==> config.mk <==
export PLATFORM = sky130hd
export DESIGN_NAME = slon5_round_ctrl
export DESIGN_NICKNAME = d
export VERILOG_FILES = /design/src/rtl/slon5_round_ctrl.sv
export SDC_FILE = /design/constraint.sdc
export NUM_CORES = 2
export LEC_CHECK = 0
export ABC_CLOCK_PERIOD_IN_PS = 30600
export BUFFER_PORTS_ARGS = -buffer_cell sky130_fd_sc_hd__buf_2
export CAP_MARGIN = 30
export CORE_MARGIN = 4
export CORE_UTILIZATION = 30
export DETAILED_ROUTE_END_ITERATION = 12
export SLEW_MARGIN = 20
export SYNTH_ARGS = -nofsm -noshare
export SYNTH_HDL_FRONTEND = slang
export SYNTH_SLANG_ARGS = --single-unit
==> constraint.sdc <==
create_clock -name clk -period 30.6 [get_ports clk]
set_input_delay 6.12 -clock clk [delete_from_list [all_inputs] [get_ports clk]]
set_output_delay 6.12 -clock clk [all_outputs]
set_load 0.1 [all_outputs]
==> src/rtl/slon5_round_ctrl.sv <==
// slon5_round_ctrl: iterative MD5 round sequencer, one stage per clock, with chaining add and digest handshake
module slon5_round_ctrl #(
  parameter int STAGE_NUM = 64,
  parameter int WORD_W    = 32
) (
  input  logic         clk,
  input  logic         rst_n,
  input  logic         blk_valid_i,
  output logic         blk_ready_o,
  input  logic [511:0] blk_data_i,
  input  logic         blk_last_i,
  output logic         digest_valid_o,
  input  logic         digest_ready_i,
  output logic [127:0] digest_o,
  output logic         busy_o,
  output logic [5:0]   stage_o
);
  localparam logic [1:0] S_IDLE = 2'd0;
  localparam logic [1:0] S_RUN  = 2'd1;
  localparam logic [1:0] S_ADD  = 2'd2;
  localparam logic [1:0] S_OUT  = 2'd3;
  localparam logic [127:0] IV = {32'h10325476, 32'h98badcfe, 32'hefcdab89, 32'h67452301};
  localparam logic [WORD_W-1:0] K_TAB [STAGE_NUM] = '{
    32'hd76aa478, 32'he8c7b756, 32'h242070db, 32'hc1bdceee,
    32'hf57c0faf, 32'h4787c62a, 32'ha8304613, 32'hfd469501,
    32'h698098d8, 32'h8b44f7af, 32'hffff5bb1, 32'h895cd7be,
    32'h6b901122, 32'hfd987193, 32'ha679438e, 32'h49b40821,
    32'hf61e2562, 32'hc040b340, 32'h265e5a51, 32'he9b6c7aa,
    32'hd62f105d, 32'h02441453, 32'hd8a1e681, 32'he7d3fbc8,
    32'h21e1cde6, 32'hc33707d6, 32'hf4d50d87, 32'h455a14ed,
    32'ha9e3e905, 32'hfcefa3f8, 32'h676f02d9, 32'h8d2a4c8a,
    32'hfffa3942, 32'h8771f681, 32'h6d9d6122, 32'hfde5380c,
    32'ha4beea44, 32'h4bdecfa9, 32'hf6bb4b60, 32'hbebfbc70,
    32'h289b7ec6, 32'heaa127fa, 32'hd4ef3085, 32'h04881d05,
    32'hd9d4d039, 32'he6db99e5, 32'h1fa27cf8, 32'hc4ac5665,
    32'hf4292244, 32'h432aff97, 32'hab9423a7, 32'hfc93a039,
    32'h655b59c3, 32'h8f0ccc92, 32'hffeff47d, 32'h85845dd1,
    32'h6fa87e4f, 32'hfe2ce6e0, 32'ha3014314, 32'h4e0811a1,
    32'hf7537e82, 32'hbd3af235, 32'h2ad7d2bb, 32'heb86d391
  };
  // Shift amount depends only on the round and the stage position modulo 4
  localparam logic [4:0] S_TAB [16] = '{
    5'd7, 5'd12, 5'd17, 5'd22,
    5'd5, 5'd9,  5'd14, 5'd20,
    5'd4, 5'd11, 5'd16, 5'd23,
    5'd6, 5'd10, 5'd15, 5'd21
  };

  logic [1:0]        state_q, state_d;
  logic [5:0]        stage_q, stage_d;
  logic [127:0]      h_q, h_d;
  logic [WORD_W-1:0] a_q, a_d, b_q, b_d, c_q, c_d, d_q, d_d;
  logic [511:0]      m_q, m_d;
  logic              last_q, last_d;
  logic [1:0]        rnd;
  logic [3:0]        i4, g;
  logic [4:0]        s;
  logic [WORD_W-1:0] f, m_g, sum, rot;

  // Round function, message index and rotation for the current stage
  always_comb begin
    rnd = stage_q[5:4];
    i4  = stage_q[3:0];
    f   = rnd == 2'd0 ? (b_q & c_q) | (~b_q & d_q) :
          rnd == 2'd1 ? (d_q & b_q) | (~d_q & c_q) :
          rnd == 2'd2 ? b_q ^ c_q ^ d_q :
                        c_q ^ (b_q | ~d_q);
    g   = rnd == 2'd0 ? i4 :
          rnd == 2'd1 ? i4 * 4'd5 + 4'd1 :
          rnd == 2'd2 ? i4 * 4'd3 + 4'd5 :
                        i4 * 4'd7;
    s   = S_TAB[{rnd, stage_q[1:0]}];
    m_g = m_q[{g, 5'd0} +: 32];
    sum = a_q + f + K_TAB[stage_q] + m_g;
    rot = (sum << s) | (sum >> (6'd32 - {1'b0, s}));
  end

  // Next-state for sequencer, working registers and chaining value
  always_comb begin
    state_d = state_q;
    stage_d = stage_q;
    h_d     = h_q;
    a_d     = a_q;
    b_d     = b_q;
    c_d     = c_q;
    d_d     = d_q;
    m_d     = m_q;
    last_d  = last_q;
    if (state_q == S_IDLE && blk_valid_i) begin
      m_d     = blk_data_i;
      last_d  = blk_last_i;
      {d_d, c_d, b_d, a_d} = h_q;
      stage_d = 6'd0;
      state_d = S_RUN;
    end else if (state_q == S_RUN) begin
      a_d     = d_q;
      d_d     = c_q;
      c_d     = b_q;
      b_d     = b_q + rot;
      stage_d = stage_q + 6'd1;
      state_d = stage_q == 6'd63 ? S_ADD : S_RUN;
    end else if (state_q == S_ADD) begin
      h_d     = {h_q[127:96] + d_q, h_q[95:64] + c_q, h_q[63:32] + b_q, h_q[31:0] + a_q};
      state_d = last_q ? S_OUT : S_IDLE;
    end else if (state_q == S_OUT && digest_ready_i) begin
      h_d     = IV;
      state_d = S_IDLE;
    end
  end

  // State registers with asynchronous reset to the idle, IV-loaded condition
  always_ff @(posedge clk or negedge rst_n) begin
    if (!rst_n) begin
      state_q <= S_IDLE;
      stage_q <= '0;
      h_q     <= IV;
      a_q     <= '0;
      b_q     <= '0;
      c_q     <= '0;
      d_q     <= '0;
      m_q     <= '0;
      last_q  <= 1'b0;
    end else begin
      state_q <= state_d;
      stage_q <= stage_d;
      h_q     <= h_d;
      a_q     <= a_d;
      b_q     <= b_d;
      c_q     <= c_d;
      d_q     <= d_d;
      m_q     <= m_d;
      last_q  <= last_d;
    end
  end

  assign blk_ready_o    = state_q == S_IDLE;
  assign digest_valid_o = state_q == S_OUT;
  assign busy_o         = state_q != S_IDLE;
  assign stage_o        = state_q == S_RUN ? stage_q : 6'd0;
  assign digest_o       = h_q;
endmodule

# Word level (Yosys, flattened, before mapping)

Memories as Yosys holds them, arrays and structs flattened.
Cells that the tools add are included.

Output and inout port bits: 137
Memories kept: 2
Register bits: 777
Memory bits (read-only): 2128
Bits of input ports: 517
Logic and storage cells: 92

Memories:

| memory           | words | width | rd ports | clocked after memory_dff | write ports | RTL line | text |
|---|---|---|---|---|---|---|---|
| (name not given) | 64    | 32    | 1        | 0                        | 0           | 74       | `sum = a_q + f + K_TAB[stage_q] + m_g;` |
| (name not given) | 16    | 5     | 1        | 0                        | 0           | 72       | `s = S_TAB[{rnd, stage_q[1:0]}];` |

Muxes and demuxes: 29
Bitwise operators: 17
Shifts and indexed selects: 3
Order comparisons: 2
Reductions and logical operators: 9
$add $sub $neg: 12
Equality and inequality tests: 6
$mul: 3

Operator list:

| operator            | count |
|---|---|
| $shiftx 512x10->32  | 1 |
| $mux 32             | 13 |
| $add 32x32->32      | 8 |
| $mux 128            | 2 |
| $and 32x32->32      | 4 |
| $or 32x32->32       | 4 |
| $xor 32x32->32      | 3 |
| $not 32->32         | 2 |
| $shl 32x5->32       | 1 |
| $shr 32x6->32       | 1 |
| $mux 6              | 3 |
| $mux 2              | 6 |
| $mux 4              | 3 |
| $mux 5              | 2 |
| $mul 4x3->4 const B | 2 |
| $ge 7x7->1 const B  | 1 |
| $not 6->7           | 1 |
| $add 6x1->6 const B | 1 |
| $eq 2x2->1 const B  | 3 |
| $eq 6x6->1 const B  | 1 |
| $reduce_bool 2->1   | 3 |
| $sub 6x5->6 const A | 1 |
| $ge 5x5->1 const B  | 1 |
| $not 4->5           | 1 |
| other kinds (9)     | 13 |

# Logic depth before layout (Yosys ltp)

Word-level depth: 14
Mapped depth: 46
Gate-level depth less buffers: 43

# Worst setup path before layout

OpenSTA, ideal clock, no wires.

Kind: register to register
Start: register stage_q[2]
End: register b_q[28]
Arrival time: 11.269 ns
Path buffers: 6
Library setup time: 0.079 ns
Slack: 19.252 ns
Stages on the path, launching flop included: 45
Clock period less this slack: 11.348 ns
Required time: 30.521 ns
Path through: dfrtp_1 > clkbuf_1 > clkinv_1 > clkbuf_1 > ha_1 > fa_1 > inv_1 > mux4_2 > buf_4 > buf_1 > clkbuf_1 > buf_1 > a211oi_1 > a21oi_1 > fa_1 > fa_1 > ha_1 > inv_1 > [... 9 more ...] > nand2_1 > nand2_1 > a21oi_1 > o311ai_1 > ha_1 > fa_1 > a21o_1 > a21oi_1 > o21bai_1 > a21o_1 > a21oi_1 > o31ai_1 > a221o_1 > a221oi_1 > o21ai_0 > o21ai_0 > mux2_2 > a21oi_1

Longest elaborated chain between the ends: 12
Elaborated cells between the ends (all ways): 21
Classes of those cells: add/sub (5); mul (3); shift (3); mux (7); bitwise (2); memory (1)

Ends and longest elaborated chain:

| element                                               | RTL line | text |
|---|---|---|
| start: declaration                                    | 50       | `logic [5:0] stage_q, stage_d;` |
| start signal: assignment                              | 125      | `stage_q <= stage_d;` |
| $mul 4x2->4                                           | 70       | `rnd == 2'd2 ? i4 * 4'd3 + 4'd5 :` |
| $add 4x3->4                                           | 70       |  |
| $mux 4                                                | 70       |  |
| $mux 4                                                | 69       | `rnd == 2'd1 ? i4 * 4'd5 + 4'd1 :` |
| $mux 4                                                | 68       | `g = rnd == 2'd0 ? i4 :` |
| $shiftx 512x10->32                                    | 73       | `m_g = m_q[{g, 5'd0} +: 32];` |
| $add 32x32->32 (*)                                    | 74       |  |
| $shr 32x6->32 / $shl 32x5->32 (equally long branches) | 75       | `rot = (sum << s) \| (sum >> (6'd32 - {1'b0, s}));` |
| $or 32x32->32 (*)                                     | 75       |  |
| $add 32x32->32 (*)                                    | 99       | `b_d = b_q + rot;` |
| $mux 32 (*)                                           | 95       | `end else if (state_q == S_RUN) begin` |
| $mux 32 (*)                                           | 89       | `if (state_q == S_IDLE && blk_valid_i) begin` |
| end signal: assignment                                | 118      | `b_q <= '0;` |
| end signal: assignment                                | 128      | `b_q <= b_d;` |
| end: declaration                                      | 52       | `logic [WORD_W-1:0] a_q, a_d, b_q, b_d, c_q, c_d, d_q, d_d;` |

Mark *: on every way between the ends. The rest lies on a longest branch, timed or not. The select of a mux whose other input is x is not followed.
A chain may end at the register's enable or synchronous reset.

# Final worst setup path

Start: register stage_q[0]
End: register b_q[28]

Longest elaborated chain between the ends: 12
Elaborated cells between the ends (all ways): 26
Classes of those cells: add/sub (6); mul (3); shift (3); mux (9); bitwise (3); memory (2)

Ends and longest elaborated chain:

| element                                               | RTL line |
|---|---|
| $mul 4x2->4                                           | 70 |
| $add 4x3->4                                           | 70 |
| $mux 4                                                | 70 |
| $mux 4                                                | 69 |
| $mux 4                                                | 68 |
| $shiftx 512x10->32                                    | 73 |
| $add 32x32->32                                        | 74 |
| $shr 32x6->32 / $shl 32x5->32 (equally long branches) | 75 |
| $or 32x32->32 (*)                                     | 75 |
| $add 32x32->32 (*)                                    | 99 |
| $mux 32 (*)                                           | 95 |
| $mux 32 (*)                                           | 89 |

Marks and branches as above.

==> impl_results.md <==
- Status: complete, no violations
- Post-Layout Cell Count: 9366
- Min Hold Slack: 0.467 ns
- Crit start category: register
- Post-Syn Nets: 7345
- Post-placement cell count: 9176
- Number of flops mapped to enable cells by yosys: 0
- Synth top area cells: dfrtp_1, nand2_1, mux4_2
- MaxCap Viol Count: 0
- RSZ-0062 raised after global routing: false
- Gpl congestion: 0.928
- Postcts setup bufs: 0
- Final hold viol count: 0
- WS Path Type: reg -> reg
- Die Height: 428 um
- Die area: 0.183 mm^2
- # rows: 153
- CP Capture Type: register
- Layout area overhead: 17.2%
- Max-slew violations: 0
- WP data arrival: 14.11 ns
- Slew of the pin with the lowest slew margin: 1.05 ns
- Mapped Area: 0.0530 mm^2
- DR vias: 50696
- CTS sink count: 777
- Largest buffer count on any clock path: 3
- CORE AREA: 0.175 mm^2
- Register area share after synthesis: 36.8%
- Initial Utilization: 30.3%
- Crit path max fanout: 43
- Yosys top cell by area: dfrtp_1
- First-pass DRT Iterations: 6
- CTS tree: yes
- Chip width: 428 um
- Peak Freq: 74.2 MHz
- Clock Skew: 0.0764 ns
- YS warnings: 0
- Vias in the first global route: 49502
- Reg clk slew, reported paths: 0.06 ns
- Primary FF master, synth: dfrtp_1
- All-Layer GR Usage: 24.5%
- Post-synthesis cell count: 6532
- Clk_lat worst skew: 0.77 ns
- Netlist cell types: 95
- Global-route wire length before repair: 340 mm
- Initial drt markers: 5574
- Cell repeated most along the worst path: a21oi_1
- PortBufs: 653
- Type of the most critical hold path: reg -> reg
- Top-Level Pins: 654
- Root buffer selected by CTS: clkbuf_16
- CTS Buf Count: 92
- Max transition margin: 29.6%
- Critical path's slowest cell: ha_1
- CP required: 31.24 ns
- Slowest stage delay, CP: 0.80 ns
- Post_cts resized: 0
- Synth Area per Inst: 8.11 um^2
- Final wirelength: 233 mm
- Yosys top cell area share: 33.7%
- Vias per cell: 5.41
- Async S/R FF share, synth: 100%
- # hold bufs at CTS: 0
- Synth Register Bits: 777
- DRC Markers: 0
- Largest net degree at the start of global routing: 187
- Detailed Place HPWL: 179 mm
- Remaining global-route overflow: 0
- Routed WL per cell: 24.9 um
- Part of the cycle the worst path needs: 44.0%
- Layout cell share with drive strength beyond 1: 16.9%
- Min Tclk post-route: 13.47 ns
- H-tree levels: 3
- Antenna Nets Post-Route: 0
- Initial antenna violation count: 21
- Fill cells: 18310
- Setup violators final: 0
- Final TNS setup: 0 ns
- Nets@finish: 7766
## cell type report
class	count	area [um^2]	area share, %
multi-input cells	5133	31300	50.4
repair buffers	753	4260	6.85
well taps	2325	2910	4.68
clock inverters	53	806	1.30
diodes	9	22.5	0.0362
clock buffers	120	2560	4.12
flip-flops and latches	777	19500	31.4
inverters	196	736	1.18
## sequential cells by signal (all words and copies together) (netlist names)
register / cells
a_q: 32
b_q: 32
c_q: 32
d_q: 32
digest_o: 128
last_q: 1
m_q: 512
stage_q: 6
state_q: 2
## cell usage after synthesis (56+ instances only)
| master | n |
|---|---|
| ha_1 | 224 |
| clkbuf_1 | 328 |
| inv_1 | 190 |
| dfrtp_1 | 713 |
| a21o_1 | 75 |
| a211oi_1 | 88 |
| a21oi_1 | 523 |
| nand2_1 | 2101 |
| dfstp_2 | 64 |
| o21ai_0 | 236 |
| mux4_2 | 136 |
| xnor2_1 | 92 |
| fa_1 | 72 |
| mux2i_1 | 92 |
| nor2_1 | 458 |
| nor3_1 | 112 |
| nand3_1 | 57 |
| a31oi_1 | 166 |
| xor2_1 | 83 |
| buf_1 | 56 |
## metrics by stage
| step | setup slack [ns] | instance area (um^2) | util (%) |
|---|---|---|---|
| after CTS | 17.18 | 61900 | 35.4 |
| after global routing | 16.26 | 62100 | 35.5 |
| after detailed placement | 17.22 | 58500 | 33.5 |
| after floorplan | 19.25 | 53000 | - |
| final | 17.13 | 62100 | 35.6 |
| after global placement | 17.26 | 58500 | 33.5 |
## path summary, 6_finish.rpt
check | start | end | slack [ns] | cells after the start
setup reg to reg | stage_q[0] | b_q[28] | 17.13 | 43
min in group asynchronous | rst_n | digest_o[72] | 5.45 | 1
hold reg to reg | m_q[34] | m_q[34] | 0.47 | 2
hold / removal | m_q[34] | m_q[34] | 0.47 | 2
setup / recovery | stage_q[0] | b_q[28] | 17.13 | 43
max in group asynchronous | rst_n | m_q[125] | 21.62 | 7
## cells in the final DEF, fill, tap and decap left out, types with 92 or more instances in the layout
cell type  count
nand2_1     2099
dfrtp_1      710
buf_2        652
a21oi_1      522
nor2_1       457
o21ai_0      231
ha_1         224
inv_1        190
a31oi_1      166
mux4_2       135
nor3_1       111
mux2i_1       92
clkbuf_16     92
## per-layer routing
metal / share of wire (%) / vias to the layer above / global-route usage, %
li1: - / 23294 / -
met1: 42 / 24940 / 32.7
met2: 46 / 2078 / 39.7
met3: 7.1 / 364 / 4.13
met4: 4.6 / 20 / 9.74
met5: 0.059 / - / 0
## critical path: cells and delay by family, from the launching register on
family                   cells  cell delay (ns)
AO/OA/AOI/OAI               24             6.42
adder cells (fa/ha/maj)      5             2.68
buffers and inverters        6             2.15
flip-flops                   1             0.32
multiplexers                 3             0.96
AND/OR/NAND/NOR              5             0.76
## kinds of logic (layout without fill, tap and decap cells)
logic type | Yosys count | after routing | share of synthesized area, %
and+or+nand+nor | 2958 | 2958 | 22.5
AOI/OAI and AO/OA | 1460 | 1460 | 17.3
DFF | 777 | 777 | 36.8
buffers and inverters | 622 | 1122 | 4.51
adders and majority gates | 296 | 296 | 8.01
muxes | 241 | 241 | 7.79
xor gates and xnor gates | 178 | 178 | 3.01
other | 0 | 9 | 0
Power is left out: the tool's default activity adds up to more than one toggle a clock period on the data nets, which glitch-free logic cannot reach.
